**src/rtl/seq_multiplier.sv**
```systemverilog
// seq_multiplier: iterative 32x32 -> 64-bit shift-and-add multiplier.
// One multiplier bit is consumed per clock; constant 34-cycle turnaround
// (accept, 32 busy cycles, done) regardless of operands or mode.
//
// Ports:
//   clk        rising-edge clock
//   rst_n      synchronous active-low reset
//   a, b       32-bit multiplicand / multiplier, sampled on acceptance
//   is_signed  1 = two's-complement operands, 0 = unsigned; sampled on acceptance
//   start      level request, acted on only in IDLE
//   s          64-bit product register, holds last completed result
//   en         one-cycle strobe, high while s carries a freshly written result
module seq_multiplier (
  input  logic        clk,
  input  logic        rst_n,
  input  logic [31:0] a,
  input  logic [31:0] b,
  input  logic        is_signed,
  input  logic        start,
  output logic [63:0] s,
  output logic        en
);

  typedef enum logic [1:0] {IDLE, BUSY, DONE} state_t;

  state_t      state, state_nxt;
  logic [63:0] mcand;   // shifted multiplicand
  logic [31:0] mplier;  // shifted multiplier
  logic [63:0] acc;
  logic [5:0]  cnt;
  logic        neg;

  logic [31:0] a_mag, b_mag;
  logic [63:0] acc_nxt;
  logic        last_bit;

  // Magnitudes are kept as unsigned 32-bit values: |0x80000000| = 2^31
  // still fits, so no extra magnitude bit is needed.
  always_comb begin
    a_mag = (is_signed && a[31]) ? (~a + 32'd1) : a;
    b_mag = (is_signed && b[31]) ? (~b + 32'd1) : b;
  end

  always_comb begin
    acc_nxt  = mplier[0] ? (acc + mcand) : acc;
    last_bit = (cnt == 6'd31);
  end

  // Next-state logic
  always_comb begin
    state_nxt = state;
    case (state)
      IDLE: if (start) state_nxt = BUSY;
      BUSY: if (last_bit) state_nxt = DONE;
      DONE: state_nxt = IDLE;
      default: state_nxt = IDLE;
    endcase
  end

  always_ff @(posedge clk) begin
    if (!rst_n) state <= IDLE;
    else        state <= state_nxt;
  end

  // Datapath
  always_ff @(posedge clk) begin
    if (!rst_n) begin
      mcand  <= '0;
      mplier <= '0;
      acc    <= '0;
      cnt    <= '0;
      neg    <= 1'b0;
      s      <= '0;
      en     <= 1'b0;
    end else begin
      en <= 1'b0;
      case (state)
        IDLE: if (start) begin
          mcand  <= {32'd0, a_mag};
          mplier <= b_mag;
          neg    <= is_signed & (a[31] ^ b[31]);
          acc    <= '0;
          cnt    <= '0;
        end
        BUSY: begin
          acc    <= acc_nxt;
          mcand  <= mcand << 1;
          mplier <= mplier >> 1;
          cnt    <= cnt + 6'd1;
          // Result is written on the same edge that enters DONE, using the
          // final accumulation directly so en lines up with the state.
          if (last_bit) begin
            s  <= neg ? (~acc_nxt + 64'd1) : acc_nxt;
            en <= 1'b1;
          end
        end
        default: ;
      endcase
    end
  end

endmodule

```
**config.mk**
```make
export PLATFORM = sky130hd
export DESIGN_NAME = seq_multiplier
export DESIGN_NICKNAME = d
export VERILOG_FILES = /design/src/rtl/seq_multiplier.sv
export SDC_FILE = /design/constraint.sdc
export NUM_CORES = 1
export LEC_CHECK = 0
export ABC_CLOCK_PERIOD_IN_PS = 5100
export BUFFER_PORTS_ARGS = -buffer_cell sky130_fd_sc_hd__buf_2
export CELL_PAD_IN_SITES_DETAIL_PLACEMENT = 0
export CELL_PAD_IN_SITES_GLOBAL_PLACEMENT = 1
export CORE_UTILIZATION = 45
export CTS_CLUSTER_DIAMETER = 200
export CTS_CLUSTER_SIZE = 12
export DETAILED_ROUTE_END_ITERATION = 8
export HOLD_SLACK_MARGIN = 0.1
export PLACE_DENSITY = 0.83
export SLEW_MARGIN = 25
export SYNTH_ARGS = -nofsm -noshare
export SYNTH_HDL_FRONTEND = slang
export SYNTH_SLANG_ARGS = --single-unit
```
**constraint.sdc**
```tcl
create_clock -name clk -period 5.1 [get_ports clk]
set_input_delay 0.765 -clock clk [delete_from_list [all_inputs] [get_ports clk]]
set_output_delay 0.765 -clock clk [all_outputs]
set_load 0.01 [all_outputs]
```
==> impl_results.md <==
- Status: completed
- Worst Tran Pin Value: 1.032 ns
- Routed length per instance: 20.89 um
- Synth Area in Adders: 0.04974
- CP Class: flop to flop
- Largest net degree at the start of global routing: 124
- Seq pwr share: 0.452
- Total gr overflow: 0
- 1st-iter DRT viols: 1361
- Die Width: 197.8 um
- EDFF count, synth: 0
- Syn_area_per_cell: 7.305 um2
- CP endpoint: s[58]
- Core Area: 37670 um2
- Clock Latency Late Sink: 0.56 ns
- Multiplexer share of the synthesized area: 0.01958
- Max Transition Viols Final: 0
- Cell variety after synth: 99
- Worst reg2reg path depth: 13
- CP Capture Type: flop
- Critical path origin: acc[30]
- Gate power share: 0.182
- CTS tree: yes
- Port Buf Inserts: 132
- Simple-gate share of the synthesized area: 0.2500
- Clock Skews: 0.02557 ns
- 1st-pass router iterations: 7
- Xor/xnor share of the synthesized area: 0.06345
- Fillers: 3868
- Io pins: 133
- Setup Fix Bufs, Post-CTS: 0
- GP Congestion: 1.040
- Num CTS Buffers: 23
- Syn nets: 2498
- Final Cycle Share: 0.9509
- Post_cts resized: 0
- Post-Route WL: 61050 um
- Core Util, Final: 0.5030
- Hold Buf Count CTS: 0
- First-pass GRT wire length: 94340 um
- Cell Area, Synth: 17260 um2
- Register area share after synthesis: 0.2715
- Min cycle time layout: 4.850 ns
- Layout Cells excl Fill: 2922
- RR Startpoint: acc[30]
- Number of remaining DRC errors: 0
- Final WS setup: 0.2504 ns
- H-tree depth: 1
- Area growth syn-to-layout: 9.796%
- Antenna viol nets, final: 0
- Vias per cell: 6.167
- Vias: 18020
- Arrival time of the worst setup path: 5.33 ns
- Ant diodes: 0
- Largest family of logic cells by synthesized area: compound AO/OA/AOI/OAI gates
- Hold WC Path Type: flop to flop
- Synth Register Bits: 234
- Final HPWL DP: 45790 um
- Switching Fraction: 0.3102
- Endpoints failing setup: 0
- Yosys warns: 0
- R2r setup slk: 0.25 ns
- Max FO, Critical Path: 10
- Power, Total: 4.240 mW
- Top FF cell, synth: dfxtp_1
- Nets: 2546
- Vias in the first global route: 16870
- FMAX: 0.2062 GHz
- Antenna violations before repair: 0
- Maximum clock path buffer count: 3
- Placed Cells: 2896
- Row count: 71
- Worst endpoint required time: 5.58 ns
- Share of layout cells above drive strength 1: 0.1219
- Cell internal pwr: 2.925 mW
- Starting Density: 0.4581
- RSZ-0062 raised after global routing: false
- Net Sw Power: 1.315 mW
- Root Buffer: clkbuf_16
- Worst VDD drop: 187.5 uV
- Startpoint Class: flop
- Area of the multi-input gates: 11800 um2
- Synth Instances: 2362
- Seq. cell area: 4690 um2
- TNS Setup: 0 ns
- Power per cell area: 223.8 nW/um2
- Die H: 197.8 um
- DP Worst Slack: 0.07832 ns
- Max transition margin: 0.3108
- Number of max-cap violations: 0
- Clock-pin slew on the worst setup and hold paths: 0.07 ns
- Clk pwr share: 0.366
- Die ar.: 39130 um2
- LEAKAGE: 7.267 nW
- Post-synth ARST share: 0
- Final hold viol count: 0
- Post-synthesis compound-gate area fraction: 0.2982
- Gr usage total: 0.3055
- Sink Count: 234
- Reg2reg end: s[58]
power by group through the flow:
stage	Combinational [mW]	Sequential, mW	Clock [mW]
floorplan	0.545	1.94	0
global route	0.838	1.92	1.65
CTS	0.763	1.92	1.59
finish	0.770	1.92	1.55
global placement	0.753	1.96	0
detailed placement	0.760	1.96	0
critical path, cell delays in order, from the launching register on:
cell and delay, ns:
dfxtp_1 0.38, ha_1 0.52, nand4_1 0.40, nor4_1 0.50, nand2_1 0.10, a31oi_1 0.55, o21ai_0 0.16, a31oi_1 0.23
o211a_1 0.26, nand2_1 0.16, or4_4 0.60, or4_4 0.55, a211o_1 0.31, nand3_1 0.06
cell families (layout without fill, tap and decap cells):
logic type	after synthesis	in the layout
buffers and inverters	202	251
DFF	234	234
and+or+nand+nor	919	919
muxes	32	32
adders and majority gates	68	68
xor gates and xnor gates	125	125
AOI/OAI and AO/OA	782	782
layout by cell type (no fill, tap or decap), types with 12 or more instances in the layout:
master	n
dfxtp_1	232
buf_2	132
xor2_1	55
nor2b_1	20
nor2_1	215
nand2b_1	19
a21oi_1	277
a211oi_1	21
o211ai_1	15
a22oi_1	69
nor3_1	53
or3_1	30
nand4_1	35
o31ai_1	25
ha_1	67
o21ai_1	12
o21a_1	12
inv_1	41
buf_4	48
o21ai_0	112
mux2i_1	18
nand2_1	328
and2_1	19
a31oi_1	58
nor4_1	20
mux2_2	14
xnor2_1	70
a21o_1	33
clkbuf_16	23
nand3_1	109
synthesized netlist by cell type, types with 55 or more instances:
master	n	share of area
nand2_1	329	0.072
a21oi_1	277	0.080
dfxtp_1	234	0.27
nor2_1	216	0.047
clkbuf_1	115	0.025
o21ai_0	112	0.032
nand3_1	109	0.032
xnor2_1	70	0.036
a22oi_1	69	0.030
ha_1	67	0.049
a31oi_1	58	0.021
xor2_1	55	0.028
cell type report:
type | count | share of cell area
clock buffer | 24 | 0.03058
clock inverter | 2 | 0.0009246
inverter | 43 | 0.008784
multi-input combinational | 1926 | 0.6229
sequential | 234 | 0.2475
tap | 511 | 0.03375
timing repair buffer | 182 | 0.05554
routing by layer:
| layer | track usage | up-vias | part of all wire |
|---|---|---|---|
| li1 | - | 8736 | - |
| met1 | 0.3775 | 8590 | 0.43 |
| met2 | 0.5258 | 552 | 0.47 |
| met3 | 0.03015 | 142 | 0.045 |
| met4 | 0.1565 | 0 | 0.055 |
| met5 | 0 | - | 0 |
flip-flops by register name (all words and copies together) (netlist names):
signal,cells
acc,64
cnt,6
en,1
mcand,64
mplier,32
neg,1
s,64
state,2
worst min path at each step:
stage | start | to | slack [ns] | cells past startpoint
floorplan | mplier[3] | mplier[2] | 0.43 | 2
global placement | s[21] | s[21] | 0.44 | 2
detailed placement | s[12] | s[12] | 0.45 | 2
CTS | s[3] | s[3] | 0.45 | 2
global route | s[40] | s[40] | 0.47 | 2
finish | s[5] | s[5] | 0.45 | 2
stage by stage:
stage                     cell area [um2]  hold WS [ns]
after floorplan                     17260        0.4316
after global placement              18330        0.4412
after detailed placement            18330        0.4450
after CTS                           18930        0.4520
after global routing                18950        0.4724
final                               18950        0.4505
(Power assumes the default switching activity.)
